$ cat src/rtl/alu_ctrl_sequencer.sv
// Registered ALU control decode with a one-entry valid/ready output stage.
// MULT/DIV hold the result back for a programmable number of cycles and raise busy meanwhile.
module alu_ctrl_sequencer #(
  parameter int unsigned ALUOP_W    = 3,
  parameter int unsigned FUNCT_W    = 6,
  parameter int unsigned CTRL_W     = 4,
  parameter int unsigned MUL_CYCLES = 4,
  parameter int unsigned DIV_CYCLES = 8
) (
  input  logic               clk,
  input  logic               reset,
  input  logic               in_valid,
  output logic               in_ready,
  input  logic [ALUOP_W-1:0] ALUOP,
  input  logic [FUNCT_W-1:0] FunctCode,
  output logic               out_valid,
  input  logic               out_ready,
  output logic [CTRL_W-1:0]  ALUOPcode,
  output logic               illegal,
  output logic               multicycle,
  output logic               busy
);

  localparam int unsigned MAX_CYCLES = (MUL_CYCLES > DIV_CYCLES) ? MUL_CYCLES : DIV_CYCLES;
  localparam int unsigned CNT_W      = $clog2(MAX_CYCLES) + 1;
  localparam logic [CNT_W-1:0] MUL_LOAD = CNT_W'(MUL_CYCLES - 1);
  localparam logic [CNT_W-1:0] DIV_LOAD = CNT_W'(DIV_CYCLES - 1);

  typedef enum logic [1:0] {StIdle, StHold, StCount} state_e;

  state_e            state_q;
  logic [CNT_W-1:0]  cnt_q;

  logic [CTRL_W-1:0] dec_code;
  logic              dec_illegal;
  logic              dec_multi;
  logic [CNT_W-1:0]  dec_load;
  logic              accept;

  always_comb begin
    dec_code    = '1;
    dec_illegal = 1'b1;
    dec_multi   = 1'b0;
    dec_load    = '0;
    case (ALUOP)
      ALUOP_W'(3'b100): begin dec_code = CTRL_W'(4'b0010); dec_illegal = 1'b0; end
      ALUOP_W'(3'b111): begin dec_code = CTRL_W'(4'b0110); dec_illegal = 1'b0; end
      ALUOP_W'(3'b101): begin dec_code = CTRL_W'(4'b0000); dec_illegal = 1'b0; end
      ALUOP_W'(3'b110): begin dec_code = CTRL_W'(4'b0001); dec_illegal = 1'b0; end
      ALUOP_W'(3'b010): begin
        dec_illegal = 1'b0;
        case (FunctCode)
          FUNCT_W'(6'b100000): dec_code = CTRL_W'(4'b0010);
          FUNCT_W'(6'b100010): dec_code = CTRL_W'(4'b0110);
          FUNCT_W'(6'b100100): dec_code = CTRL_W'(4'b0000);
          FUNCT_W'(6'b100101): dec_code = CTRL_W'(4'b0001);
          FUNCT_W'(6'b101010): dec_code = CTRL_W'(4'b0111);
          FUNCT_W'(6'b100111): dec_code = CTRL_W'(4'b1100);
          FUNCT_W'(6'b011000): begin
            dec_code  = CTRL_W'(4'b1000);
            dec_multi = 1'b1;
            dec_load  = MUL_LOAD;
          end
          FUNCT_W'(6'b011010): begin
            dec_code  = CTRL_W'(4'b1001);
            dec_multi = 1'b1;
            dec_load  = DIV_LOAD;
          end
          default: begin
            dec_code    = '1;
            dec_illegal = 1'b1;
          end
        endcase
      end
      default: begin
        dec_code    = '1;
        dec_illegal = 1'b1;
      end
    endcase
  end

  // HOLD passes out_ready straight through so a consumed result never costs a bubble.
  always_comb begin
    in_ready = 1'b0;
    case (state_q)
      StIdle:  in_ready = 1'b1;
      StHold:  in_ready = out_ready;
      default: in_ready = 1'b0;
    endcase
  end

  assign busy   = (state_q == StCount);
  assign accept = in_valid && in_ready;

  always_ff @(posedge clk) begin
    if (reset) begin
      state_q    <= StIdle;
      cnt_q      <= '0;
      out_valid  <= 1'b0;
      ALUOPcode  <= '0;
      illegal    <= 1'b0;
      multicycle <= 1'b0;
    end else begin
      case (state_q)
        StIdle, StHold: begin
          if (accept) begin
            ALUOPcode  <= dec_code;
            illegal    <= dec_illegal;
            multicycle <= dec_multi;
            // A load of zero means a one-cycle MULT/DIV: skip straight to HOLD.
            if (dec_multi && (dec_load != '0)) begin
              state_q   <= StCount;
              cnt_q     <= dec_load;
              out_valid <= 1'b0;
            end else begin
              state_q   <= StHold;
              out_valid <= 1'b1;
            end
          end else if ((state_q == StHold) && out_ready) begin
            state_q   <= StIdle;
            out_valid <= 1'b0;
          end
        end
        StCount: begin
          if (cnt_q != '0) begin
            cnt_q <= cnt_q - CNT_W'(1);
          end
          if (cnt_q <= CNT_W'(1)) begin
            state_q   <= StHold;
            out_valid <= 1'b1;
          end
        end
        default: begin
          state_q   <= StIdle;
          out_valid <= 1'b0;
        end
      endcase
    end
  end

endmodule

$ cat config.mk
export PLATFORM = sky130hd
export DESIGN_NAME = alu_ctrl_sequencer
export DESIGN_NICKNAME = d
export VERILOG_FILES = /design/src/rtl/alu_ctrl_sequencer.sv
export SDC_FILE = /design/constraint.sdc
export NUM_CORES = 1
export LEC_CHECK = 0
export BUFFER_PORTS_ARGS = -buffer_cell sky130_fd_sc_hd__buf_2
export CAP_MARGIN = 10
export CORE_ASPECT_RATIO = 1.25
export CORE_UTILIZATION = 45
export CTS_BUF_LIST = sky130_fd_sc_hd__clkbuf_4 sky130_fd_sc_hd__clkbuf_8 sky130_fd_sc_hd__clkbuf_16
export DETAILED_ROUTE_END_ITERATION = 7
export HOLD_SLACK_MARGIN = 0.02
export PLACE_DENSITY = 0.7
export SYNTH_ARGS = -nofsm -noshare
export SYNTH_HDL_FRONTEND = slang
export SYNTH_SLANG_ARGS = --single-unit
$ cat constraint.sdc
create_clock -name clk -period 4.31 [get_ports clk]
set_clock_uncertainty 0.1 [all_clocks]
set_input_delay 0.6465 -clock clk [delete_from_list [all_inputs] [get_ports clk]]
set_output_delay 0.6465 -clock clk [all_outputs]
set_load 0.02 [all_outputs]
==> results of run 1 <==
## per-layer routing
metal | share of wire [%] | wire length [um] | GRT usage [%] | up-vias
met5 | 0 | 0 | 0 | -
met4 | 2.4 | 44 | 10.3 | 0
met3 | 4.4 | 81 | 3.15 | 6
met2 | 52 | 962 | 35.8 | 26
met1 | 41 | 766 | 26.3 | 380
li1 | - | - | - | 405
## Yosys cell counts (2+ instances only)
cell,number
a221oi_2,3
clkbuf_1,2
nand2_1,4
ha_1,2
dfxtp_1,12
and3_1,2
mux2i_1,2
xnor2_1,2
nand2b_1,3
a31oi_1,2
nand3_1,3
a211oi_1,2
a21o_1,3
o22ai_1,2
nor2_1,10
inv_1,5
a21oi_1,9
## cell families after synthesis
| family | Yosys count | share of synthesized area (%) |
|---|---|---|
| compound gates | 30 | 28.9 |
| xor+xnor | 2 | 2.14 |
| fa+ha+maj | 2 | 3.06 |
| buf+inv | 8 | 3.67 |
| flops | 12 | 29.4 |
| mux | 2 | 2.45 |
| simple gates | 40 | 30.4 |
## flip-flops by register name, summed over array words and instances, names as in the netlist
register and count:
ALUOPcode 4, illegal 1, multicycle 1, cnt_q 4, state_q 2
## critical path, cell delays in order
cell      delay [ps]
buf_2            100
nand2b_2         180
and2_1           150
buf_2            150
## final timing paths
path / end / from / cells past startpoint
worst min-delay path: multicycle / multicycle / 2
worst max register to register: cnt_q[2] / cnt_q[0] / 5
worst min register to register: multicycle / multicycle / 2
worst max-delay path: in_ready / out_ready / 4
## stage by stage
stage	setup slack (ps)	utilization, %	hold WS (ps)
after global placement	2350	57.2	343
after CTS	2330	59.4	365
after detailed placement	2330	57.2	353
after global routing	2290	59.4	385
final	2340	59.4	363
after floorplan	2520	-	431
## power by group through the flow
stage / registers (mW) / logic, mW / clock network [mW]
6_report: 0.119 / 0.0532 / 0.0939
5_1_grt: 0.119 / 0.0586 / 0.101
4_1_cts: 0.119 / 0.0534 / 0.0948
3_5_place_dp: 0.121 / 0.0529 / 0
3_3_place_gp: 0.121 / 0.0517 / 0
2_1_floorplan: 0.127 / 0.0267 / 0
## cell type report
cell class	count	share of cell area, %
multi-input combinational	76	56.2
sequential	12	24.6
inverter	6	2.31
timing repair buffer	21	10.8
clock buffer	4	3.72
tap	18	2.31
==> summary.md, run 1 <==
| Metric | Value |
|---|---|
| Status | `finished clean` |
| GRT Total Usage | `21.8%` |
| Most frequent cells in the layout | `buf_2, dfxtp_1, nor2_1` |
| TritonCTS clock tree | `done` |
| Sw frac | `29.2%` |
| Routed Antenna Nets | `0` |
| Max-slew headroom | `roughly 77%` |
| Worst Hold Class | `flip-flop to flip-flop` |
| Antenna violations before repair | `0` |
| Fmax | `slightly above 500 MHz` |
| Peak supply drop | `0.162 mV` |
| I/O Pins | `22` |
| Starting Density | `roughly 50%` |
| PD cells | `273 nW/um2` |
| Design area | `975 um2` |
| YS warnings | `0` |
| Total power | `about 0.27 mW` |
| CTS Hold Bufs | `0` |
| Filler cell count | `approximately 160` |
| CTS max path bufs | `2` |
| DP HPWL | `roughly 1400 um` |
| Distinct cell type count after synthesis | `between 40 and 50` |
| Post-synth top area share | `29.4%` |
| First-pass GRT wire length | `roughly 3100 um` |
| Share of cells above drive strength 1 | `between 30% and 40%` |
| Critical path peak fanout | `4` |
| Ys flop type | `dfxtp_1` |
| RSZ-0062 raised after global routing | `false` |
| CTS clock-pin slew for the worst setup and hold paths | `roughly 80 ps` |
| Setup_tns | `0 ps` |
| H-tree lvl count | `1` |
| Ys async rst share | `0%` |
| Worst-Margin Slew | `roughly 340 ps` |
| Syn nets | `approximately 110` |
| Final Hold Viols | `0` |
| Clock Root Buffer | `clkbuf_4` |
| Die Wd | `roughly 40 um` |
| Total congestion overflow | `0` |
| Placer Congestion | `about 0.82` |
| Final Max Slew Viols | `0` |
| Initial DRC count | `26` |
| Reg2Reg Setup Slack | `~2800 ps` |
| Port buffer count | `21` |
| Most common cell after layout, fill and taps aside | `buf_2` |
| Sequential share of power | `between 40% and 50%` |
| Max Cap Viol | `0` |
| Switch Pwr | `slightly below 0.08 mW` |
| Via-to-Cell Ratio | `around 6.0` |
| Register area share after synthesis | `between 20% and 30%` |
| Post-CTS setup buffers | `0` |
| FF+latch count, synth | `12` |
| Flip-flop and latch area | `~240 um2` |
| Cell area after synthesis | `between 800 and 900 um2` |
| Antenna cell count | `0` |
| Chip height | `49.7 um` |
| Multi-input gate area | `between 500 and 600 um2` |
| Lkg Pwr | `0.410 nW` |
| Clock power frac | `a little over a third` |
| Final Net Count | `between 100 and 150` |
| Inst Count DP | `133` |
| Req. time, crit path | `3560 ps` |
| Cell count after synthesis | `96` |
| CP Class | `primary input to primary output` |
| DR DRC count | `0` |
| Clock latency on the worst-skew pair | `roughly 280 ps` |
| Area growth from synthesis to layout | `19.1%` |
| Die area | `1990 um2` |
| Avg Inst Size Synth | `8.52 um2` |
| Rows | `16` |
| Clock net sink count | `12` |
| Finish-stage setup viols | `0` |
| Fin cells | `about 140` |
| Internal | `around 0.19 mW` |
| CP startpoint kind | `primary input` |
| Routed WL | `1850 um` |
| Resize count post-CTS | `0` |
| Area leader, netlist | `dfxtp_1` |
| Core footprint | `approximately 1600 um2` |
| Minimum clock period | `between 1500 and 2000 ps` |
| Router iterations before antenna repair | `4` |
| Top post-synthesis cells by area | `dfxtp_1, a21oi_1, a221oi_2` |
| Combinational share of power | `about a fifth` |
| Crit path DAT | `about 1200 ps` |
| Crit share post-route | `a little under half` |
| Worst Setup End Kind | `primary output` |
| Placed cell area | `between 900 and 1000 um2` |
| Clock buffer count from CTS | `3` |
| Vias in the first global route | `about 730` |
| Pin count of the biggest net entering global routing | `15` |
| Vias | `between 800 and 900` |
| Wire per inst | `13.5 um` |
| Number of synthesized flops with an enable pin | `0` |
Note: power is estimated with default switching activity, not from simulation.
==> run 2: changes to the inputs <==
Settings changed: ABC_AREA set to 1.
Clock period 4.31 ns to 1.89 ns, I/O delays scaled along.
==> summary.md, run 2 <==
| Metric | Value |
|---|---|
| R2R cell count | `8 (was 5)` |
| Req. time, crit path | `2010 ps (was 3560 ps)` |
| Die area | `2050 um2 (was 1990 um2)` |
| CTS clock-pin slew for the worst setup and hold paths | `70 ps (was 80 ps)` |
| Router iterations before antenna repair | `6 (was 4)` |
| Antenna violations before repair | `0 (unchanged)` |
| Reg2Reg Setup Slack | `310 ps (was 2810 ps)` |
| Starting Density | `47.8% (was 49.8%)` |
| Worst Setup End Kind | `flip-flop (was primary output)` |
| Hold Path Depth | `2 (unchanged)` |
| Placer Congestion | `0.781 (was 0.822)` |
| Avg Inst Size Synth | `6.49 um2 (was 8.52 um2)` |
| Setup_tns | `0 ps (unchanged)` |
| Share of cells above drive strength 1 | `30.3% (was 33.6%)` |
| Wire per inst | `10.3 um (was 13.5 um)` |
| Worst r2r dst | `cnt_q[2] (unchanged)` |
| Resize count post-CTS | `0 (unchanged)` |
| CP startpoint kind | `flip-flop (was primary input)` |
| YS warnings | `0 (unchanged)` |
| Via-to-Cell Ratio | `5.16 (was 5.96)` |
| Clock buffer count from CTS | `3 (unchanged)` |
| Die Wd | `40.7 um (was 40.1 um)` |
| Worst Hold Endpoint | `state_q[0] (was multicycle)` |
| Routed WL | `1790 um (was 1850 um)` |
| CP Class | `flip-flop to flip-flop (was primary input to primary output)` |
| Vias in the first global route | `776 (was 732)` |
| Routed Antenna Nets | `0 (unchanged)` |
| Multi-input gate area | `520 um2 (was 548 um2)` |
| Largest regs | `ALUOPcode (4), cnt_q (4), state_q (2) (unchanged)` |
| Flip-flop and latch area | `240 um2 (unchanged)` |
| PD cells | `584 nW/um2 (was 273 nW/um2)` |
| Most common cell after layout, fill and taps aside | `nand2_1 (was buf_2)` |
| Distinct cell type count after synthesis | `23 (was 45)` |
| Worst-Margin Slew | `329 ps (was 341 ps)` |
| Ys flop type | `dfxtp_1 (unchanged)` |
| Antenna cell count | `0 (unchanged)` |
| Fmax | `632 MHz` |
| Cell count after synthesis | `130 (was 96)` |
| Vias | `897 (was 817)` |
| Total congestion overflow | `0 (unchanged)` |
| Minimum clock period | `about 1600 ps` |
| Final Max Slew Viols | `0 (unchanged)` |
| TritonCTS clock tree | `done (unchanged)` |
| Area growth from synthesis to layout | `19.6% (was 19.1%)` |
| Post-synth top area share | `28.5% (was 29.4%)` |
| Worst flop-to-flop path startpoint | `cnt_q[0] (unchanged)` |
| H-tree lvl count | `1 (unchanged)` |
| Finish-stage setup viols | `0 (unchanged)` |
| Most frequent cells in the layout | `nand2_1, buf_2, nor2_1 (was buf_2, dfxtp_1, nor2_1)` |
| Post-CTS setup buffers | `0 (unchanged)` |
| Crit share post-route | `a little over four fifths` |
| Critical path peak fanout | `4 (unchanged)` |
| Port buffer count | `21 (unchanged)` |
| Worst Hold Class | `primary input to flip-flop (was flip-flop to flip-flop)` |
| Area leader, netlist | `dfxtp_1 (unchanged)` |
| Core footprint | `1770 um2 (was 1640 um2)` |
| Number of synthesized flops with an enable pin | `0 (unchanged)` |
| Top post-synthesis cells by area | `dfxtp_1, nand2_1, nor2_1 (was dfxtp_1, a21oi_1, a221oi_2)` |
| Min-delay src | `reset (was multicycle)` |
| Final Net Count | `171 (was 135)` |
| Cell area after synthesis | `843 um2 (was 818 um2)` |
| Max Cap Viol | `0 (unchanged)` |
| Initial DRC count | `22 (was 26)` |
| Register area share after synthesis | `28.5% (was 29.4%)` |
| Syn nets | `145 (was 111)` |
| Status | `finished clean (unchanged)` |
| Chip height | `50.4 um (was 49.7 um)` |
| I/O Pins | `22 (unchanged)` |
| Clock latency on the worst-skew pair | `270 ps (was 280 ps)` |
| Clock net sink count | `12 (unchanged)` |
| Total power | `0.589 mW (was 0.266 mW)` |
| Max-slew headroom | `78.0% (was 77.2%)` |
| Most common cell in the synthesized netlist | `nand2_1 (was dfxtp_1)` |
| RSZ-0062 raised after global routing | `false (unchanged)` |
| Rows | `17 (was 16)` |
| CTS max path bufs | `2 (unchanged)` |
| Fin cells | `174 (was 137)` |
| Lkg Pwr | `0.512 nW (was 0.410 nW)` |
| Ys async rst share | `0% (unchanged)` |
| DR DRC count | `0 (unchanged)` |
| First-pass GRT wire length | `2940 um (was 3060 um)` |
| DP HPWL | `1500 um (was 1360 um)` |
| Crit path DAT | `1700 ps (was 1230 ps)` |
| FF+latch count, synth | `12 (unchanged)` |
| Filler cell count | `183 (was 159)` |
| GRT Total Usage | `20.1% (was 21.8%)` |
| Ranking of synthesized cells by instance count | `nand2_1, nor2_1, inv_1, dfxtp_1, a21oi_1 (was dfxtp_1, nor2_1, a21oi_1, inv_1, nand2_1)` |
| Inst Count DP | `170 (was 133)` |
| Peak supply drop | `0.469 mV (was 0.162 mV)` |
| CTS Hold Bufs | `0 (unchanged)` |
| Pin count of the biggest net entering global routing | `10 (was 15)` |
| Final Hold Viols | `0 (unchanged)` |
| Clock Root Buffer | `clkbuf_4 (unchanged)` |
[run 2: area by class of cell]
class,count,area share [%]
timing repair buffer,21,10.4
clock buffer,4,3.60
tap,19,2.36
sequential,12,23.8
multi-input combinational,96,51.6
inverter,22,8.19
[run 2: kinds of logic (layout without fill, tap and decap cells)]
logic type / after synthesis / in the layout / share of synthesized area (%)
xor+xnor: 1 / 1 / 1.04
buf+inv: 22 / 47 / 9.79
fa+ha+maj: 2 / 2 / 2.97
flops: 12 / 12 / 28.5
compound gates: 25 / 25 / 16.8
simple gates: 68 / 68 / 41.0
[run 2: worst max path at each step]
stage | start | end | slack [ps] | cells after the start
3_5_place_dp | cnt_q[0] | cnt_q[2] | 320 | 8
3_3_place_gp | cnt_q[0] | cnt_q[2] | 380 | 8
5_1_grt | cnt_q[0] | cnt_q[2] | 180 | 8
6_report | cnt_q[0] | cnt_q[2] | 310 | 8
2_1_floorplan | cnt_q[0] | cnt_q[2] | 510 | 8
4_1_cts | cnt_q[0] | cnt_q[2] | 310 | 8
[run 2: stage by stage]
stage          utilization, %  setup slack [ps]  hold slack [ps]  cell area [um2]
2_1_floorplan               -               510              246              843
3_3_place_gp             55.1               379              369              972
3_5_place_dp             55.1               319              372              972
4_1_cts                  57.1               306              163             1010
5_1_grt                  57.1               177              176             1010
6_report                 57.1               307              157             1010
[run 2: worst max-delay path, stage by stage, from the launching register on]
cell     delay, ps
dfxtp_1        390
inv_1           80
ha_1           240
or2_2          300
a21oi_1        160
a21oi_1         70
nand2_1         60
nand2_1         50
nor2_1          80
[run 2: report_power, final]
group,total (mW),leakage [nW],switching (mW),internal (mW)
sequential,0.269,0.0980,0.00557,0.263
clock,0.205,0.0210,0.0876,0.117
combinational,0.115,0.394,0.0741,0.0412
[run 2: layer usage]
layer  track usage, %  wire (um)  vias to the layer above
met5                0          0                        -
met4             8.33         35                        0
met3             1.33         38                        5
met2             36.2        968                       13
met1             22.5        748                      412
li1                 -          -                      467
